**config.mk**
```make
export PLATFORM = sky130hd
export DESIGN_NAME = uart_bits_rx
export DESIGN_NICKNAME = d
export VERILOG_FILES = /design/src/rtl/uart_pkg.sv /design/src/rtl/uart_rx_sync.sv /design/src/rtl/uart_bits_rx.sv
export SDC_FILE = /design/constraint.sdc
export NUM_CORES = 1
export LEC_CHECK = 0
export CORE_UTILIZATION = 45
export CTS_CLUSTER_DIAMETER = 200
export DETAILED_ROUTE_END_ITERATION = 16
export PLACE_DENSITY = 0.69
export SKIP_CTS_REPAIR_TIMING = 1
export SYNTH_ARGS = -nofsm -noshare
export SYNTH_HDL_FRONTEND = slang
export SYNTH_SLANG_ARGS = --single-unit
```
**constraint.sdc**
```tcl
create_clock -name clk -period 3.5 [get_ports clk]
set_clock_uncertainty 0.2 [all_clocks]
set_input_delay 0.525 -clock clk [delete_from_list [all_inputs] [get_ports clk]]
set_output_delay 0.525 -clock clk [all_outputs]
set_load 0.03 [all_outputs]
```
**src/rtl/uart_pkg.sv**
```systemverilog
// uart_pkg
// Shared definitions for the UART receive path.
//   rx_state_t  : receiver FSM state encoding (3 bits)
//   LINE_IDLE   : level of an idle serial line (mark)
//   half_period : number of extra clocks needed to move from the start
//                 bit's leading edge to its centre, given clocks per bit
package uart_pkg;

    typedef enum logic [2:0] {
        IDLE       = 3'd0,
        START      = 3'd1,
        DATA       = 3'd2,
        STOP       = 3'd3,
        BREAK_WAIT = 3'd4
    } rx_state_t;

    localparam logic LINE_IDLE = 1'b1;

    // Offset from the detected falling edge to the bit centre.
    function automatic int half_period(input int clks_per_bit);
        return (clks_per_bit - 1) / 2;
    endfunction

endpackage

```
**src/rtl/uart_rx_sync.sv**
```systemverilog
// uart_rx_sync
// Two-flop synchroniser for the asynchronous rx pad. Both flops reset to
// the idle line level so that reset release never looks like a start bit.
// Ports:
//   clk   : system clock
//   reset : asynchronous, active-low reset
//   rx    : raw serial line from the pad
//   rx_s  : synchronised serial line (second flop)
module uart_rx_sync
    import uart_pkg::*;
(
    input  logic clk,
    input  logic reset,
    input  logic rx,
    output logic rx_s
);

    logic rx_meta;

    // Plain two-stage synchroniser; rx_meta may go metastable and is only
    // ever read by the second stage.
    always_ff @(posedge clk or negedge reset) begin
        if (!reset) begin
            rx_meta <= LINE_IDLE;
            rx_s    <= LINE_IDLE;
        end else begin
            rx_meta <= rx;
            rx_s    <= rx_meta;
        end
    end

endmodule

```
**src/rtl/uart_bits_rx.sv**
```systemverilog
// uart_bits_rx
// UART receiver: 1 start bit, DATA_BITS data bits LSB first, 1 stop bit.
// Each bit is sampled at its centre using a down-counting baud counter.
// Received bytes are handed over through a valid/ready holding register.
// Ports:
//   clk         : system clock
//   reset       : asynchronous, active-low reset
//   rx          : serial line, asynchronous, idles high
//   data_out    : received byte, stable while valid is high
//   valid       : data_out holds an unconsumed byte
//   ready       : consumer accepts data_out when valid && ready at a clock edge
//   frame_err   : one-cycle pulse when the stop bit is sampled low
//   overrun     : sticky, a completed byte was dropped (holding register full)
//   clr_overrun : synchronous clear of overrun (a new overrun event wins)
//   busy        : receiver is not idle
module uart_bits_rx
    import uart_pkg::*;
#(
    parameter int DATA_BITS    = 8,
    parameter int CLKS_PER_BIT = 1
) (
    input  logic                 clk,
    input  logic                 reset,
    input  logic                 rx,
    output logic [DATA_BITS-1:0] data_out,
    output logic                 valid,
    input  logic                 ready,
    output logic                 frame_err,
    output logic                 overrun,
    input  logic                 clr_overrun,
    output logic                 busy
);

    localparam int HALF  = half_period(CLKS_PER_BIT);
    localparam int CNT_W = (CLKS_PER_BIT > 1) ? $clog2(CLKS_PER_BIT) : 1;
    localparam int BIT_W = $clog2(DATA_BITS);

    localparam logic [CNT_W-1:0] CNT_RELOAD = CNT_W'(CLKS_PER_BIT - 1);
    localparam logic [CNT_W-1:0] CNT_HALF   = CNT_W'((HALF > 0) ? (HALF - 1) : 0);
    localparam logic [BIT_W-1:0] LAST_BIT   = BIT_W'(DATA_BITS - 1);

    logic                 rx_s;
    rx_state_t            state, state_next;
    logic [CNT_W-1:0]     cnt, cnt_next;
    logic [BIT_W-1:0]     bit_cnt, bit_cnt_next;
    logic [DATA_BITS-1:0] shift_reg;
    logic                 tick;
    logic                 shift_en;
    logic                 byte_done;
    logic                 frame_bad;

    uart_rx_sync u_sync (
        .clk   (clk),
        .reset (reset),
        .rx    (rx),
        .rx_s  (rx_s)
    );

    assign tick = (cnt == '0);
    assign busy = (state != IDLE);

    // State, baud counter and bit counter registers.
    always_ff @(posedge clk or negedge reset) begin
        if (!reset) begin
            state   <= IDLE;
            cnt     <= '0;
            bit_cnt <= '0;
        end else begin
            state   <= state_next;
            cnt     <= cnt_next;
            bit_cnt <= bit_cnt_next;
        end
    end

    // Next-state logic. With one clock per bit there is no room to wait for
    // the start bit centre, so the start bit is accepted on its first low
    // sample and the FSM goes straight to DATA. A low stop bit parks the FSM
    // in BREAK_WAIT until the line returns high, so a held-low line is not
    // mistaken for a stream of new start bits.
    always_comb begin
        state_next   = state;
        cnt_next     = cnt;
        bit_cnt_next = bit_cnt;
        shift_en     = 1'b0;
        byte_done    = 1'b0;
        frame_bad    = 1'b0;
        case (state)
            IDLE: begin
                if (rx_s != LINE_IDLE) begin
                    if (HALF == 0) begin
                        state_next = DATA;
                        cnt_next   = CNT_RELOAD;
                    end else begin
                        state_next = START;
                        cnt_next   = CNT_HALF;
                    end
                end
            end
            START: begin
                if (tick) begin
                    if (rx_s != LINE_IDLE) begin
                        state_next = DATA;
                        cnt_next   = CNT_RELOAD;
                    end else begin
                        state_next = IDLE;
                    end
                end else begin
                    cnt_next = cnt - 1'b1;
                end
            end
            DATA: begin
                if (tick) begin
                    shift_en = 1'b1;
                    cnt_next = CNT_RELOAD;
                    if (bit_cnt == LAST_BIT) begin
                        bit_cnt_next = '0;
                        state_next   = STOP;
                    end else begin
                        bit_cnt_next = bit_cnt + 1'b1;
                    end
                end else begin
                    cnt_next = cnt - 1'b1;
                end
            end
            STOP: begin
                if (tick) begin
                    cnt_next = '0;
                    if (rx_s == LINE_IDLE) begin
                        byte_done  = 1'b1;
                        state_next = IDLE;
                    end else begin
                        frame_bad  = 1'b1;
                        state_next = BREAK_WAIT;
                    end
                end else begin
                    cnt_next = cnt - 1'b1;
                end
            end
            BREAK_WAIT: begin
                if (rx_s == LINE_IDLE) begin
                    state_next = IDLE;
                end
            end
            default: begin
                state_next = IDLE;
                cnt_next   = '0;
            end
        endcase
    end

    // Data path: shift register, holding register, and status flags.
    // A completing byte may replace the held one only if the held byte is
    // being consumed in the same cycle; otherwise it is dropped and overrun
    // is raised. Setting overrun takes priority over clr_overrun.
    always_ff @(posedge clk or negedge reset) begin
        if (!reset) begin
            shift_reg <= '0;
            data_out  <= '0;
            valid     <= 1'b0;
            frame_err <= 1'b0;
            overrun   <= 1'b0;
        end else begin
            frame_err <= frame_bad;
            if (shift_en) begin
                shift_reg <= {rx_s, shift_reg[DATA_BITS-1:1]};
            end
            if (byte_done) begin
                if (!valid || ready) begin
                    data_out <= shift_reg;
                    valid    <= 1'b1;
                end
            end else if (valid && ready) begin
                valid <= 1'b0;
            end
            if (byte_done && valid && !ready) begin
                overrun <= 1'b1;
            end else if (clr_overrun) begin
                overrun <= 1'b0;
            end
        end
    end

endmodule

```
==> out/qor.yml, run 1 <==
worst_setup_path:
  arrival_worst_endpoint_ps: 1850
  r2r.worst_path.cells: 3
  critical_path_required_ps: 2770
  crit-reg2reg-launch: "u_sync.rx_s$_DFF_PN1_"
  startpoint: "state[1]$_DFFE_PN0P_"
  critical_path_peak_fanout: 7
  path_class: "reg -> out"
  critical_path.endpoint: "busy"
  worst_setup_path_end_kind: "primary output"
  reg2reg_slack_ps: 1620
  start_kind: "flip-flop"
  r2r_end: "data_out[0]$_DFFE_PN0P_"
synthesis:
  yosys_warnings: 0
  synthesis.nets: 76
  post_synth_top_area_share: 0.572
  yosys.area.top_type: "dfrtp_1"
  synthTopCellsByArea: "dfrtp_1, mux2_4, mux2_2"
  synth_seq_area_share: 0.620
  synth_cells: 69
  synth.avg_cell_area_um2: 15.8
  netlist_area_um2: 1090
  yosysUniqueCellTypes: 21
  postSynthRegisterBits: 27
routing:
  routedWlPerCell_um: 11.9
  drtPass1Iterations: 1
  drt_drc_violations_left: 0
  drt_via_density: 4.96
  routed_wl_um: 1380
  drt_iter0_markers: 0
  drtAntennaViolNets: 0
  via_count: 575
job:
  cap_violations: 0
clock_tree:
  clk_latency_ps: 310
  clock_pin_transition_on_the_worst_setup_and_hold_timing_paths_ps: 140
  clkSinkCount: 27
  clock_tree.root_cell: "clkbuf_4"
  cts_tree: "yes"
  clock_path_buffers: 2
  cts_inserted_buffers: 3
  h_tree_depth: 1
final_layout:
  post_layout_net_count: 96
  layout_common_cells: "dfrtp_1, clkdlybuf4s50_1, mux2_2"
  fillers: 202
  post_route_cells_drive_above_1_share: 0.330
  antenna_diode_count: 0
  mostFrequentLayoutCell: "dfrtp_1"
  synthToLayoutAreaGrowth_pct: 19.0
grt:
  number_of_global_route_vias_before_repair: 563
  grt_overflow_total: 0
  antenna_violations_before_repair: 0
  groute.usage.overall: 0.129
  grt_max_degree: 28
  global_route_wire_length_before_repair_um: 2440
power_and_ir_drop:
  worst_voltage_drop_across_the_vdd_grid_mv: 0.522
  post-layout-total-power_w: 0.00118
  leakage_nw: 0.589
  pwr_density_cell_nw_per_um2: 911
placement:
  total_of_buffers_placed_on_input_and_output_ports: 16
  globalplace.congestion: 0.719
  hpwlAfterDp_um: 972
sta:
  report.final.setup_viol: 0
  min_period_ps: 2580
  max_clock_freq_mhz: 388
  tightestPinTransition_ps: 600
  finalHoldViolations: 0
  setup_tns_ps: 0
  period_share: 0.737
  timing.final.max_slew_violations: 0
  slew-limit-headroom: 0.599
  grt_setup_unrepaired: "no"
min_path:
  hold_path_class: "reg -> reg"
  hold_depth: 0
die:
  placeableCoreArea_um2: 2250
  die_y_um: 51.3
  die_w_um: 51.3
  floorplan.die_area_um2: 2630
  initial_core_utilization: 0.485
  ioPinCount: 17
  std_cell_rows: 17
outcome:
  run_status: "finished, final reports clean"
[cells by family after synthesis]
logic type      synth area share
mux                        0.213
simple gates              0.0950
flops                      0.620
fa+ha+maj                 0.0229
compound gates            0.0217
buf+inv                   0.0275
[where the power goes]
part / total (W) / leakage (nW) / internal (W) / switching [W]
Sequential: 0.000531 / 0.327 / 0.000442 / 0.0000895
Combinational: 0.000527 / 0.244 / 0.000298 / 0.000230
Clock: 0.000126 / 0.0177 / 0.0000427 / 0.0000833
[worst min-delay path by stage]
stage / startpoint / end / slack [ps]
finish: u_sync.rx_meta$_DFF_PN1_ / u_sync.rx_s$_DFF_PN1_ / 170
global route: u_sync.rx_meta$_DFF_PN1_ / u_sync.rx_s$_DFF_PN1_ / 180
CTS: u_sync.rx_meta$_DFF_PN1_ / u_sync.rx_s$_DFF_PN1_ / 170
detailed placement: u_sync.rx_meta$_DFF_PN1_ / u_sync.rx_s$_DFF_PN1_ / 150
global placement: u_sync.rx_meta$_DFF_PN1_ / u_sync.rx_s$_DFF_PN1_ / 150
floorplan: reset / bit_cnt[0]$_DFFE_PN0P_ / 30
[layout make-up]
class | count | area [µm²] | share of cell area
Sequential cell | 27 | 678 | 0.521
Clock buffer | 3 | 22.5 | 0.0173
Tap cell | 28 | 35.0 | 0.0269
Timing Repair Buffer | 17 | 168 | 0.129
Multi-Input combinational cell | 38 | 385 | 0.296
Inverter | 2 | 7.51 | 0.00577
Clock inverter | 1 | 5.00 | 0.00385
[synth_stat cells, drive strengths merged]
cell type / number
o22ai: 1
nor2: 3
nand2b: 1
nand2: 2
nor3b: 1
a21oi: 1
buf: 2
a211oi: 1
or3: 1
and2: 1
inv: 2
ha: 2
dfstp: 2
nand3b: 2
and2b: 1
nor2b: 1
dfrtp: 25
o21ai: 1
nand4b: 1
mux2: 18
[per-layer routing]
| layer | wire, µm | vias up | GRT usage |
|---|---|---|---|
| li1 | - | 277 | - |
| met3 | 80 | 2 | 0.0536 |
| met5 | 0 | - | 0 |
| met1 | 694 | 281 | 0.163 |
| met4 | 12 | 0 | 0.0270 |
| met2 | 592 | 15 | 0.206 |
[critical path, cell delays in order, from the launching register on]
cell	delay [ps]
dfrtp_1	480
or3_2	460
clkdlybuf4s50_1	600
[stage by stage]
step	instances	utilization	area [µm²]	worst slack (ps)	hold slack, ps
2_1_floorplan	69	-	1090	1770	29.4
3_3_place_gp	112	0.565	1270	1210	146
3_5_place_dp	112	0.565	1270	1210	148
4_1_cts	116	0.577	1300	899	168
5_1_grt	116	0.577	1300	860	178
6_report	116	0.577	1300	921	165
Note: power is estimated with default switching activity, not from simulation.
==> inputs of run 2 (changes only) <==
==> constraint.sdc (replaced) <==
create_clock -name clk -period 2.6 [get_ports clk]
set_clock_uncertainty 0.2 [all_clocks]
set_input_delay 0.39 -clock clk [delete_from_list [all_inputs] [get_ports clk]]
set_output_delay 0.39 -clock clk [all_outputs]
set_load 0.03 [all_outputs]
==> run 2 against run 1 <==
Effect of this change:
- die area is the same
- sequential share of layout area shrank 0.25 points
- total power grew 34%
- cell count grew 0.86%
- routed wire length grew 2.8%
- global-route usage shrank 0.27 points
- design area grew 0.48%
- critical path type unchanged
- largest power group is now combinational cells
- highest routed layer unchanged
==> out/qor.yml, run 2 (synthesized netlist as in run 1, its figures left out) <==
outcome:
  run_status: "finished, final reports clean"
clock_tree:
  clock_pin_transition_on_the_worst_setup_and_hold_timing_paths_ps: 130
  cts_tree: "yes"
  clock_path_buffers: 2
  clk_latency_ps: 300
  cts_inserted_buffers: 3
  h_tree_depth: 1
  clkSinkCount: 27
  clock_tree.root_cell: "clkbuf_4"
worst_setup_path:
  reg2reg_slack_ps: 860
  r2r_end: "bit_cnt[2]$_DFFE_PN0P_"
  critPathBufInv: 1
  r2r.worst_path.cells: 2
  critical_path_peak_fanout: 6
  timing.critical_path.slowest_cell_delay_ps: 600
  sequence_of_cells_on_the_critical_path: "or3_2 > clkdlybuf4s50_1"
  timing.critical_path.slowest_stage_cell: "clkdlybuf4s50_1"
  crit-reg2reg-launch: "state[1]$_DFFE_PN0P_"
  path_class: "reg -> out"
  arrival_worst_endpoint_ps: 1850
  path_delay_family: "buffers and inverters"
  start_kind: "flip-flop"
  worst_setup_path_end_kind: "primary output"
  critical_path_required_ps: 2010
min_path:
  worstHoldEndpoint: "u_sync.rx_s$_DFF_PN1_"
  hold_depth: 0
  min-delay-start: "u_sync.rx_meta$_DFF_PN1_"
  hold_path_class: "reg -> reg"
final_layout:
  antenna_diode_count: 0
  final_util: 0.580
  post_route_cells_drive_above_1_share: 0.326
  mostFrequentLayoutCell: "dfrtp_1"
  post_layout_net_count: 97
  layout_common_cells: "dfrtp_1, clkdlybuf4s50_1, mux2_2"
  synthToLayoutAreaGrowth_pct: 19.6
sta:
  finalHoldViolations: 0
  setup_tns_ps: 0
  report.final.setup_viol: 0
  period_share: 0.939
  slew-limit-headroom: 0.591
  timing.final.max_slew_violations: 0
  min_period_ps: 2440
  tightestPinTransition_ps: 613
  max_clock_freq_mhz: 410
  grt_setup_unrepaired: "no"
routing:
  drtPass1Iterations: 4
  via_count: 566
  routed_wl_um: 1420
  drtAntennaViolNets: 0
  drt_drc_violations_left: 0
  routedWlPerCell_um: 12.1
  drt_iter0_markers: 2
  drt_via_density: 4.84
die:
  ioPinCount: 17
  floorplan.die_area_um2: 2630
  placeableCoreArea_um2: 2250
  die_w_um: 51.3
  initial_core_utilization: 0.485
  std_cell_rows: 17
  die_y_um: 51.3
power_and_ir_drop:
  worst_voltage_drop_across_the_vdd_grid_mv: 0.653
  leakage_nw: 0.591
  pwr_density_cell_nw_per_um2: 1220
grt:
  grt_max_degree: 28
  groute.usage.overall: 0.126
  global_route_wire_length_before_repair_um: 2380
  antenna_violations_before_repair: 0
  grt_overflow_total: 0
  number_of_global_route_vias_before_repair: 546
placement:
  hpwlAfterDp_um: 981
  total_of_buffers_placed_on_input_and_output_ports: 16
  globalplace.congestion: 0.718
job:
  cap_violations: 0
==> run 2: cell types whose count changed in the layout (fill, tap and decap cells not counted), sizes merged <==
| cell | delta |
|---|---|
| buf | +1 |
| clkbuf | +1 |
| clkinv | -1 |
==> run 2: how the worst max path moves through the flow <==
| stage | from | slack, ps | depth (start not counted) | to |
|---|---|---|---|---|
| 2_1_floorplan | state[2]$_DFFE_PN0P_ | 1000 | 1 | busy |
| 3_3_place_gp | state[2]$_DFFE_PN0P_ | 520 | 2 | busy |
| 3_5_place_dp | state[2]$_DFFE_PN0P_ | 500 | 2 | busy |
| 4_1_cts | state[2]$_DFFE_PN0P_ | 140 | 2 | busy |
| 5_1_grt | state[2]$_DFFE_PN0P_ | 100 | 2 | busy |
| 6_report | state[2]$_DFFE_PN0P_ | 160 | 2 | busy |
==> run 2: routing by layer <==
metal | global-route usage | vias up | part of all wire
met5 | 0 | - | 0
met4 | 0.0676 | 0 | 0.0085
met3 | 0.0298 | 2 | 0.041
met2 | 0.186 | 12 | 0.44
met1 | 0.171 | 272 | 0.51
li1 | - | 280 | -
==> run 2: area by class of cell <==
| type | count | area [µm²] |
|---|---|---|
| Clock buffer | 4 | 26.3 |
| Fill cell | 200 | 947 |
| Inverter | 2 | 7.51 |
| Multi-Input combinational cell | 38 | 385 |
| Sequential cell | 27 | 678 |
| Tap cell | 28 | 35.0 |
| Timing Repair Buffer | 18 | 175 |
==> run 2: power breakdown <==
part           total (W)  switching (W)  internal (W)
Combinational   0.000713       0.000311      0.000402
Clock           0.000170       0.000110     0.0000598
Sequential      0.000710       0.000115      0.000595
Total            0.00159       0.000536       0.00106
==> run 2: stage by stage <==
step / setup WS, ps / std cells / hold WS, ps / area (µm²) / power (W)
detailed placement: 502 / 113 / 148 / 1280 / 0.00144
global route: 100 / 117 / 170 / 1310 / 0.00169
finish: 160 / 117 / 167 / 1310 / 0.00159
CTS: 137 / 117 / 167 / 1310 / 0.00162
global placement: 520 / 113 / 146 / 1280 / 0.00142
floorplan: 1000 / 69 / -106 / 1090 / 0.00124
==> inputs of run 3 (changes only) <==
--- a/config.mk
+++ b/config.mk
@@ -6,8 +6,10 @@
 export NUM_CORES = 1
 export LEC_CHECK = 0
 export CORE_UTILIZATION = 45
+export CTS_BUF_LIST = sky130_fd_sc_hd__clkbuf_8
 export CTS_CLUSTER_DIAMETER = 200
 export DETAILED_ROUTE_END_ITERATION = 16
+export GPL_TIMING_DRIVEN = 0
 export PLACE_DENSITY = 0.69
 export SKIP_CTS_REPAIR_TIMING = 1
 export SYNTH_ARGS = -nofsm -noshare
==> run 3 against run 2 <==
Effect of this change:
- flip-flop and latch count stayed put
- setup slack better by 58 ps
- maximum frequency is 2.4% higher
- register-to-register slack better by 80 ps
- die area stayed put
- sequential share of layout area is 1.0 points lower
- first-iteration DRC count is 50% higher
- utilization is 1.2 points higher
- critical endpoint unchanged
- largest cell class unchanged
==> out/qor.yml, run 3 (synthesized netlist as in run 1, its figures left out) <==
placement:
  post-place-ws_ps: 502
  total_of_buffers_placed_on_input_and_output_ports: 16
  hpwlAfterDp_um: 1040
  globalplace.congestion: 0.717
  dp_cells: 113
die:
  placeableCoreArea_um2: 2250
  initial_core_utilization: 0.485
  std_cell_rows: 17
  die_w_um: 51.3
  floorplan.die_area_um2: 2630
  ioPinCount: 17
  die_y_um: 51.3
grt:
  global_route_wire_length_before_repair_um: 2550
  grt_overflow_total: 0
  groute.usage.overall: 0.138
  number_of_global_route_vias_before_repair: 585
  antenna_violations_before_repair: 0
  grt_max_degree: 28
clock_tree:
  clock_path_buffers: 2
  clkSinkCount: 27
  cts_inserted_buffers: 3
  clock_tree.root_cell: "clkbuf_8"
  clock_pin_transition_on_the_worst_setup_and_hold_timing_paths_ps: 80
  cts_tree: "yes"
  h_tree_depth: 1
  clk_latency_ps: 260
worst_setup_path:
  start_kind: "flip-flop"
  critical_path.endpoint: "busy"
  worst_setup_path_end_kind: "primary output"
  critical_path_required_ps: 2010
  reg2reg_slack_ps: 940
  crit-reg2reg-launch: "u_sync.rx_s$_DFF_PN1_"
  path_class: "reg -> out"
  r2r.worst_path.cells: 4
  startpoint: "state[2]$_DFFE_PN0P_"
  arrival_worst_endpoint_ps: 1790
  r2r_end: "data_out[1]$_DFFE_PN0P_"
  critical_path_peak_fanout: 6
routing:
  drt-met1-wl_um: 735
  routed_wl_um: 1490
  wl_met3_um: 52
  drt_drc_violations_left: 0
  routedWlPerCell_um: 12.7
  drt_iter0_markers: 3
  drtPass1Iterations: 2
  met2_length_um: 671
  via_count: 571
  drt_via_density: 4.88
  drtAntennaViolNets: 0
  top_layer_used: "met4"
final_layout:
  fillers: 199
  post_layout_net_count: 97
  final_util: 0.592
  antenna_diode_count: 0
  mostFrequentLayoutCell: "dfrtp_1"
  synthToLayoutAreaGrowth_pct: 22.0
  post_route_cells_drive_above_1_share: 0.326
  layout_common_cells: "dfrtp_1, clkdlybuf4s50_1, mux2_2"
  finish.cell_count_without_fillers: 117
min_path:
  hold_path_class: "reg -> reg"
job:
  cap_violations: 0
sta:
  max_clock_freq_mhz: 420
  finalHoldViolations: 0
  period_share: 0.916
  grt_setup_unrepaired: "no"
  tightestPinTransition_ps: 1120
  min_period_ps: 2380
  report.final.setup_viol: 0
  fin_hold_ws_ps: 165
  slew-limit-headroom: 0.253
  setup_tns_ps: 0
  setup_ws_ps: 217
  timing.final.max_slew_violations: 0
power_and_ir_drop:
  worst_voltage_drop_across_the_vdd_grid_mv: 0.725
  leakage_nw: 0.605
  pwr_density_cell_nw_per_um2: 1260
outcome:
  run_status: "finished, final reports clean"
run 3: cell types whose count changed in the layout (fill, tap and decap cells not counted), sizes merged:
cell    delta
clkbuf     -1
inv        +1
run 3: worst min path at each step:
stage                        startpoint  cells after the start                      to  slack, ps
2_1_floorplan                     reset                      0  bit_cnt[0]$_DFFE_PN0P_       -110
3_5_place_dp   u_sync.rx_meta$_DFF_PN1_                      0   u_sync.rx_s$_DFF_PN1_        150
5_1_grt        u_sync.rx_meta$_DFF_PN1_                      0   u_sync.rx_s$_DFF_PN1_        170
6_report       u_sync.rx_meta$_DFF_PN1_                      0   u_sync.rx_s$_DFF_PN1_        160
4_1_cts        u_sync.rx_meta$_DFF_PN1_                      0   u_sync.rx_s$_DFF_PN1_        170
3_3_place_gp   u_sync.rx_meta$_DFF_PN1_                      0   u_sync.rx_s$_DFF_PN1_        150
run 3: report_power, final:
part / total [W] / internal (W) / switching (W) / leakage, nW
Combinational: 0.000737 / 0.000420 / 0.000316 / 0.251
Sequential: 0.000717 / 0.000596 / 0.000120 / 0.327
Clock: 0.000221 / 0.000106 / 0.000116 / 0.0269
Total: 0.00167 / 0.00112 / 0.000552 / 0.605
run 3: worst max-delay path, stage by stage (launching register included):
cell and delay (ps):
dfrtp_1 450, or3_2 480, clkdlybuf4s50_1 600
run 3: cell type report:
cell class	instances	area [µm²]	share of cell area
Buffer	2	22.5	0.0169
Clock buffer	3	41.3	0.0310
Clock inverter	1	3.75	0.00281
Inverter	2	7.51	0.00563
Multi-Input combinational cell	38	385	0.289
Sequential cell	27	678	0.508
Tap cell	28	35.0	0.0263
Timing Repair Buffer	16	160	0.120
run 3: metal layers:
| metal | track usage | vias up |
|---|---|---|
| met5 | 0 | - |
| met4 | 0.0946 | 0 |
| met3 | 0.0268 | 4 |
| met2 | 0.217 | 14 |
| met1 | 0.171 | 276 |
| li1 | - | 277 |
run 3: stage by stage:
stage	area [µm²]	total power, W
after floorplan	1090	0.00124
after global placement	1290	0.00145
after detailed placement	1290	0.00147
after CTS	1330	0.00170
after global routing	1330	0.00178
final	1330	0.00167
